`src/rtl/pipelined_rca_adder.sv`:
```
// pipelined_rca_adder
//   Pipelined ripple-carry adder/subtractor. The WIDTH-bit operands are cut
//   into NSEG = WIDTH/SEG segments. Stage k sums segment k and registers the
//   result together with the carry and the still-unsummed upper operand bits.
//   Latency is NSEG cycles and throughput is one operation per cycle. The
//   pipeline advances as a whole whenever the output slot is free or is being
//   drained.
//   WIDTH must be a multiple of SEG.
//
//   Optional feature macro: RCA_OVF_EN
//     When defined, ovf_o reports signed overflow.
//     When undefined, ovf_o is tied to 0.
//
// Ports
//   clk_i        rising-edge clock
//   rst_i        synchronous, active-high reset; flushes all in-flight ops
//   in_valid_i   operation presented
//   in_ready_o   operation accepted on an edge where in_valid_i && in_ready_o
//   a_i, b_i     operands (unsigned or two's complement)
//   cin_i        carry-in; ignored when sub_i=1
//   sub_i        1: a-b, 0: a+b+cin
//   out_valid_o  result present
//   out_ready_i  downstream accepts the result
//   s_o          sum / difference (modulo 2^WIDTH)
//   cout_o       carry out of the MSB; in subtract mode, 1 = no borrow
//   ovf_o        signed overflow (0 unless RCA_OVF_EN)
module pipelined_rca_adder #(
  parameter int WIDTH = 32,
  parameter int SEG   = 4
) (
  input  logic             clk_i,
  input  logic             rst_i,
  input  logic             in_valid_i,
  output logic             in_ready_o,
  input  logic [WIDTH-1:0] a_i,
  input  logic [WIDTH-1:0] b_i,
  input  logic             cin_i,
  input  logic             sub_i,
  output logic             out_valid_o,
  input  logic             out_ready_i,
  output logic [WIDTH-1:0] s_o,
  output logic             cout_o,
  output logic             ovf_o
);
  localparam int NSEG = WIDTH / SEG;

  logic            advance;
  logic [NSEG-1:0] vld_pipe_q;

  // Global stall: every stage moves together, or none does.
  assign advance     = !out_valid_o || out_ready_i;
  assign in_ready_o  = advance;
  assign out_valid_o = vld_pipe_q[NSEG-1];

  always_ff @(posedge clk_i) begin
    if (rst_i)        vld_pipe_q <= '0;
    else if (advance) vld_pipe_q <= (vld_pipe_q << 1) | NSEG'(in_valid_i);
  end

  for (genvar k = 0; k < NSEG; k++) begin : g_stg
    localparam int WIN = WIDTH - k*SEG;   // operand bits not yet summed
    localparam int WLO = k*SEG;           // sum bits already produced

    logic [WIN-1:0]     a_in, b_in;
    logic               c_in;
    logic [SEG-1:0]     seg_sum;
    logic               c_out;
    logic [WLO+SEG-1:0] lo_d, lo_q;
    logic               c_q;

    if (k == 0) begin : g_first
      // Subtract is a + ~b + 1, so cin is overridden by sub.
      assign a_in = a_i;
      assign b_in = sub_i ? ~b_i : b_i;
      assign c_in = sub_i | cin_i;
      assign lo_d = seg_sum;
    end else begin : g_next
      assign a_in = g_stg[k-1].g_hi.ahi_q;
      assign b_in = g_stg[k-1].g_hi.bhi_q;
      assign c_in = g_stg[k-1].c_q;
      assign lo_d = {seg_sum, g_stg[k-1].lo_q};
    end

    assign {c_out, seg_sum} = {1'b0, a_in[SEG-1:0]} + {1'b0, b_in[SEG-1:0]}
                              + (SEG+1)'(c_in);

    always_ff @(posedge clk_i) begin
      if (rst_i) begin
        lo_q <= '0;
        c_q  <= 1'b0;
      end else if (advance) begin
        lo_q <= lo_d;
        c_q  <= c_out;
      end
    end

    // Upper operand bits ride along until their segment is reached; the
    // operand sign bits travel here too and feed the overflow term.
    if (k < NSEG-1) begin : g_hi
      logic [WIN-SEG-1:0] ahi_q, bhi_q;
      always_ff @(posedge clk_i) begin
        if (rst_i) begin
          ahi_q <= '0;
          bhi_q <= '0;
        end else if (advance) begin
          ahi_q <= a_in[WIN-1:SEG];
          bhi_q <= b_in[WIN-1:SEG];
        end
      end
    end

`ifdef RCA_OVF_EN
    if (k == NSEG-1) begin : g_last
      logic ovf_d, ovf_q;
      // a^b'^s at the MSB recovers the carry into the MSB; overflow is that
      // carry differing from the carry out.
      assign ovf_d = a_in[SEG-1] ^ b_in[SEG-1] ^ seg_sum[SEG-1] ^ c_out;
      always_ff @(posedge clk_i) begin
        if (rst_i)        ovf_q <= 1'b0;
        else if (advance) ovf_q <= ovf_d;
      end
      assign ovf_o = ovf_q;
    end
`endif
  end

`ifndef RCA_OVF_EN
  assign ovf_o = 1'b0;
`endif

  assign s_o    = g_stg[NSEG-1].lo_q;
  assign cout_o = g_stg[NSEG-1].c_q;

endmodule

```
`config.mk`:
```
export PLATFORM = sky130hd
export DESIGN_NAME = pipelined_rca_adder
export DESIGN_NICKNAME = d
export VERILOG_FILES = /design/src/rtl/pipelined_rca_adder.sv
export SDC_FILE = /design/constraint.sdc
export NUM_CORES = 1
export LEC_CHECK = 0
export ABC_AREA = 1
export BUFFER_PORTS_ARGS = -buffer_cell sky130_fd_sc_hd__clkbuf_2
export CORE_UTILIZATION = 25
export DETAILED_ROUTE_END_ITERATION = 8
export HOLD_SLACK_MARGIN = 0.12
export PLACE_DENSITY = 0.5
export SYNTH_ARGS = -nofsm -noshare
export SYNTH_HDL_FRONTEND = slang
export SYNTH_SLANG_ARGS = --single-unit
```
`constraint.sdc`:
```
create_clock -name clk_i -period 3.4 [get_ports clk_i]
set_input_delay 0.34 -clock clk_i [delete_from_list [all_inputs] [get_ports clk_i]]
set_output_delay 0.34 -clock clk_i [all_outputs]
set_load 0.005 [all_outputs]
```
==> impl_metrics.yaml, run 1 <==
cells_and_area:
  stdcell_area_um2: 17500
  layout-drive-gt1-share: 0.0935
  areaGrowthSynthToFinish_pct: 19.7
  fin_nets: 2042
  mostFrequentLayoutCell: "nor2_1"
  nFillCells: 6238
  layout_common_cells: "nor2_1, o21ai_0, dfxtp_1, clkbuf_2, a21oi_1"
  diodes: 0
synthesis:
  yosysWarnings: 0
  syn_area_per_cell_um2: 7.90
  synthCells: 1846
  ys_seq_area_frac: 0.527
  yosysUniqueCellTypes: 22
  syn-num-nets: 1956
  synth_seq_cells: 384
  synth_area_um2: 14600
setup_path:
  r2r_setup_slack_ps: 1400
  startpoint_type: "register"
  cp.required_ps: 3060
  cp_data_arrival_time_ps: 1930
  endpoint: "in_ready_o"
  timing.critical_path.from: "vld_pipe_q[7]"
  worst_path_max_delay_cell: "nand2_8"
  cp.depth: 3
  cp_cell_sequence: "nand2_8 > buf_12 > clkbuf_2"
  path_buf_inv: 2
  rr_startpoint: "vld_pipe_q[7]"
  timing.rr.end: "g_stg[0].g_hi.ahi_q[1]"
  critical_path.top_delay_family: "buffers and inverters"
  crit_fanout: 100
  cpPeakStageDelay_ps: 440
  cp-end-kind: "output port"
  critical_path_class: "reg2out"
  ff2ff_path_depth: 5
placement:
  dpl_cell_area_um2: 15700
  dpl.hpwl_um: 22600
  io_buffers: 104
  gp_congestion: 0.751
timing:
  hold_viol_final: 0
  post-route-min-period_ps: 2270
  worst_slew_pin_slew_ps: 697
  rsz0062_at_grt: "false"
  max_clock_freq_ghz: 0.441
  maxSlewHeadroom: 0.535
  setup_violations: 0
  tns_ps: 0
  period_share: 0.667
  fin_worst_skew_ps: 16.3
  holdWs_ps: 149
  slew_viol_final: 0
die:
  start_util: 0.253
  rows: 88
  die_w_um: 243
  pin_count: 106
  core_area_um2: 57700
  die_y_um: 243
  die_area_um2: 59300
detailed_routing:
  first_pass_iters: 5
  drt_iter0_drc: 808
  drcViolationCount: 0
  avgRoutedWirePerCell_um: 13.3
  ant_nets: 0
  routed_via_density: 4.32
  vias: 11800
  routed_wl_um: 36200
run_status:
  status: "finished clean"
power:
  p_per_area_nw_per_um2: 547
  power_leakage_nw: 6.80
  finalPower_w: 0.00954
  vdd_drop_max_uv: 273
grt:
  grt_pass1_wl_um: 60900
  track_usage: 0.122
  antenna_found_initial: 1
  overflow: 0
  grt_pass1_vias: 11700
  grt_start_max_net_pins: 148
cts:
  cts_tree: "done"
  insertion_delay_ps: 540
  cts_sinks: 384
  cts-root-buf: "clkbuf_16"
  clock_path_buffers: 3
  htree_levels: 2
  cts_resized: 0
  cts-buffers-inserted: 42
  clk_pin_slew_worst_paths_ps: 50
worst_hold_path:
  min_path_type: "in2reg"
  hold_path_depth: 2
flow_run:
  drv_cap: 0
[worst register-to-register path: cells and delay by family (launching register included)]
family | cells | cell delay [ps]
AO/OA/AOI/OAI | 2 | 290
AND/OR/NAND/NOR | 1 | 350
flip-flops | 1 | 430
buffers and inverters | 2 | 870
[registers in the layout, indices dropped and copies added (netlist names)]
register / cells
g_stg.g_hi.bhi_q: 112
s_o: 32
vld_pipe_q: 8
cout_o: 1
g_stg.c_q: 7
g_stg.lo_q: 112
g_stg.g_hi.ahi_q: 112
[cell type report]
class                   instances  area [um^2]  share of cell area
repair buffers                173         1260              0.0723
multi-input cells            1265         6050               0.347
well taps                     765          957              0.0548
clock inverters                 4         38.8             0.00222
flip-flops and latches        384         7690               0.440
inverters                      66          263              0.0151
clock buffers                  65         1200              0.0686
[per-layer routing]
layer  track usage  vias up  wire (um)
li1              -     6134          -
met1         0.179     5411      19400
met2         0.185      164      15100
met3        0.0195       47       1090
met4        0.0301        0        572
met5             0        -          0
[metrics by stage]
step	setup slack (ps)	cells	util
final	1130	2722	0.303
after global placement	1330	2599	0.272
after detailed placement	1330	2599	0.272
after CTS	1100	2722	0.303
after global routing	1000	2722	0.303
after floorplan	1230	1846	-
[worst min path at each step]
stage | slack [ps] | end | startpoint
floorplan | 410 | vld_pipe_q[7] | rst_i
global placement | 440 | vld_pipe_q[6] | vld_pipe_q[6]
detailed placement | 450 | vld_pipe_q[6] | vld_pipe_q[6]
CTS | 140 | vld_pipe_q[7] | rst_i
global route | 150 | vld_pipe_q[7] | rst_i
finish | 150 | vld_pipe_q[7] | rst_i
[power breakdown]
group | internal [W] | total, W | switching (W)
combinational | 0.000273 | 0.000609 | 0.000336
clock | 0.00241 | 0.00416 | 0.00175
sequential | 0.00468 | 0.00477 | 0.0000956
[cell families after synthesis]
group           share of synthesized area
xor+xnor                           0.0192
simple gates                        0.192
other cells                      0.000257
buf+inv                            0.0585
fa+ha+maj                          0.0426
compound gates                      0.160
flops                               0.527
[synthesized netlist by cell type]
cell type,instances,share of area
a21oi_1,66,0.023
a31oi_1,8,0.0034
buf_2,37,0.013
buf_4,15,0.0077
buf_6,1,0.00077
clkbuf_1,77,0.020
clkbuf_4,1,0.00052
conb_1,1,0.00026
dfxtp_1,384,0.53
fa_1,16,0.022
ha_1,24,0.021
inv_1,63,0.016
inv_2,3,0.00077
nand2_1,50,0.013
nand2_4,1,0.00077
nand3_1,32,0.011
nor2_1,636,0.16
o21ai_0,390,0.13
or2_1,2,0.00086
or2_2,7,0.0030
xnor2_1,21,0.013
xor2_1,11,0.0066
[what timing repair did]
item	CTS	global route
setup endpoints to repair	0	0
setup buffers	0	0
hold endpoints to repair	54	0
hold buffers	54	0
(Power assumes the default switching activity.)
==> run 2: changes to the inputs <==
==> constraint.sdc (replaced) <==
create_clock -name clk_i -period 2.37 [get_ports clk_i]
set_input_delay 0.237 -clock clk_i [delete_from_list [all_inputs] [get_ports clk_i]]
set_output_delay 0.237 -clock clk_i [all_outputs]
set_load 0.005 [all_outputs]
==> impl_metrics.yaml, run 2 (same netlist as run 1, synthesis figures left out) <==
power:
  p_per_area_nw_per_um2: 793
  p_sw_w: 0.00311
  power_leakage_nw: 6.92
  p_comb_frac: 0.064
  p_sw_frac: 0.222
  vdd_drop_max_uv: 480
  pwr-share-clk: 0.449
  p_seq_frac: 0.487
  internal_power_w: 0.0109
setup_path:
  cp_data_arrival_time_ps: 1860
  rr_startpoint: "vld_pipe_q[7]"
  timing.rr.end: "g_stg[0].g_hi.ahi_q[1]"
  worst_path_max_delay_cell: "buf_12"
  path_buf_inv: 2
  cp-end-kind: "output port"
  r2r_setup_slack_ps: 630
  cp_cell_sequence: "nand2_8 > buf_12 > clkbuf_2"
  crit_fanout: 130
  cpPeakStageDelay_ps: 380
  critical_path_class: "reg2out"
  startpoint_type: "register"
  critical_path.top_delay_family: "buffers and inverters"
  ff2ff_path_depth: 5
  cp.required_ps: 2130
worst_hold_path:
  hold-path-endpoint: "g_stg[0].g_hi.bhi_q[25]"
  min_path_type: "in2reg"
  hold_path_depth: 3
  hp-start: "b_i[29]"
cells_and_area:
  mostFrequentLayoutCell: "nor2_1"
  stdcell_count: 2732
  fin_nets: 2052
  top_regs: "g_stg.g_hi.ahi_q (112), g_stg.g_hi.bhi_q (112), g_stg.lo_q (112)"
  diodes: 0
  nFillCells: 6244
  areaGrowthSynthToFinish_pct: 21.3
  layout_common_cells: "nor2_1, o21ai_0, dfxtp_1, clkbuf_2, a21oi_1"
  layout-drive-gt1-share: 0.0996
die:
  pin_count: 106
  die_area_um2: 59300
  rows: 88
  start_util: 0.253
  die_w_um: 243
  core_area_um2: 57700
  die_y_um: 243
cts:
  clock_path_buffers: 3
  cts_setup_buffers: 0
  cts_sinks: 384
  htree_levels: 2
  insertion_delay_ps: 530
  cts-root-buf: "clkbuf_16"
  cts-buffers-inserted: 42
  clk_pin_slew_worst_paths_ps: 60
  cts_tree: "done"
timing:
  slew_viol_final: 0
  tns_ps: 0
  setup_violations: 0
  post-route-min-period_ps: 2090
  fin_worst_skew_ps: 16.6
  rsz0062_at_grt: "false"
  hold_viol_final: 0
  worst_slew_pin_slew_ps: 513
  max_clock_freq_ghz: 0.478
  period_share: 0.884
  maxSlewHeadroom: 0.658
placement:
  place_inst: 2605
  io_buffers: 104
  dpl.hpwl_um: 22300
  gp_congestion: 0.743
grt:
  overflow: 0
  grt_pass1_wl_um: 59400
  track_usage: 0.119
  grt_start_max_net_pins: 131
  grt_pass1_vias: 11400
  antenna_found_initial: 0
run_status:
  status: "finished clean"
detailed_routing:
  avgRoutedWirePerCell_um: 13.1
  routed_wl_um: 35800
  drt_iter0_drc: 728
  routed_via_density: 4.34
  first_pass_iters: 5
  ant_nets: 0
  drcViolationCount: 0
  vias: 11900
flow_run:
  drv_cap: 0
==> run 2: changes by cell type in the layout (fill, tap and decap cells not counted), sizes merged <==
cell	change
clkbuf	-3
dlygate4sd3	+4
buf	+6
bufinv	+2
inv	-1
clkinv	+2
==> run 2: what timing repair did <==
action	in CTS	in global routing
resized for setup	0	0
endpoints found under the setup margin	0	0
hold buffers	58	0
hold endpoints to repair	58	0
==> run 2: metal layers <==
metal / global-route usage / vias to the layer above / wire (um)
met5: 0 / - / 0
met4: 0.0386 / 0 / 885
met3: 0.0180 / 55 / 1080
met2: 0.175 / 183 / 14900
met1: 0.176 / 5466 / 18900
li1: - / 6166 / -
==> run 2: how the worst max path moves through the flow <==
stage	startpoint	endpoint	slack, ps	cells past startpoint
3_3_place_gp	sub_i	g_stg[0].lo_q[2]	270	6
4_1_cts	vld_pipe_q[7]	in_ready_o	270	3
2_1_floorplan	sub_i	g_stg[0].lo_q[2]	300	7
6_report	vld_pipe_q[7]	in_ready_o	280	3
3_5_place_dp	sub_i	g_stg[0].lo_q[2]	250	6
5_1_grt	vld_pipe_q[7]	in_ready_o	170	3
==> run 2: area by class of cell <==
cell class              instances  area, um^2  area share
well taps                     765         957      0.0541
clock buffers                  62        1240      0.0700
multi-input cells            1265        6050       0.342
clock inverters                 7        92.6     0.00524
flip-flops and latches        384        7690       0.435
inverters                      66         263      0.0149
repair buffers                183        1400      0.0790
==> run 2: worst min-delay path, stage by stage <==
cell,delay [ps]
clkbuf_2,90
xnor2_1,140
a21oi_1,160
==> run 2: power groups by stage <==
stage	Combinational, W	Clock [W]	Sequential (W)
6_report	0.000892	0.00630	0.00684
5_1_grt	0.00103	0.00680	0.00686
4_1_cts	0.000904	0.00654	0.00684
3_5_place_dp	0.000817	0	0.00697
3_3_place_gp	0.000813	0	0.00697
2_1_floorplan	0.000583	0	0.00693
==> run 2: stage by stage <==
step	power (W)	setup WS [ps]	hold slack (ps)	instance area, um^2	utilization
2_1_floorplan	0.00751	300	306	14600	-
3_3_place_gp	0.00779	268	437	15800	0.273
3_5_place_dp	0.00779	255	443	15800	0.273
4_1_cts	0.0143	273	142	17700	0.306
5_1_grt	0.0147	170	156	17700	0.306
6_report	0.0140	276	154	17700	0.306
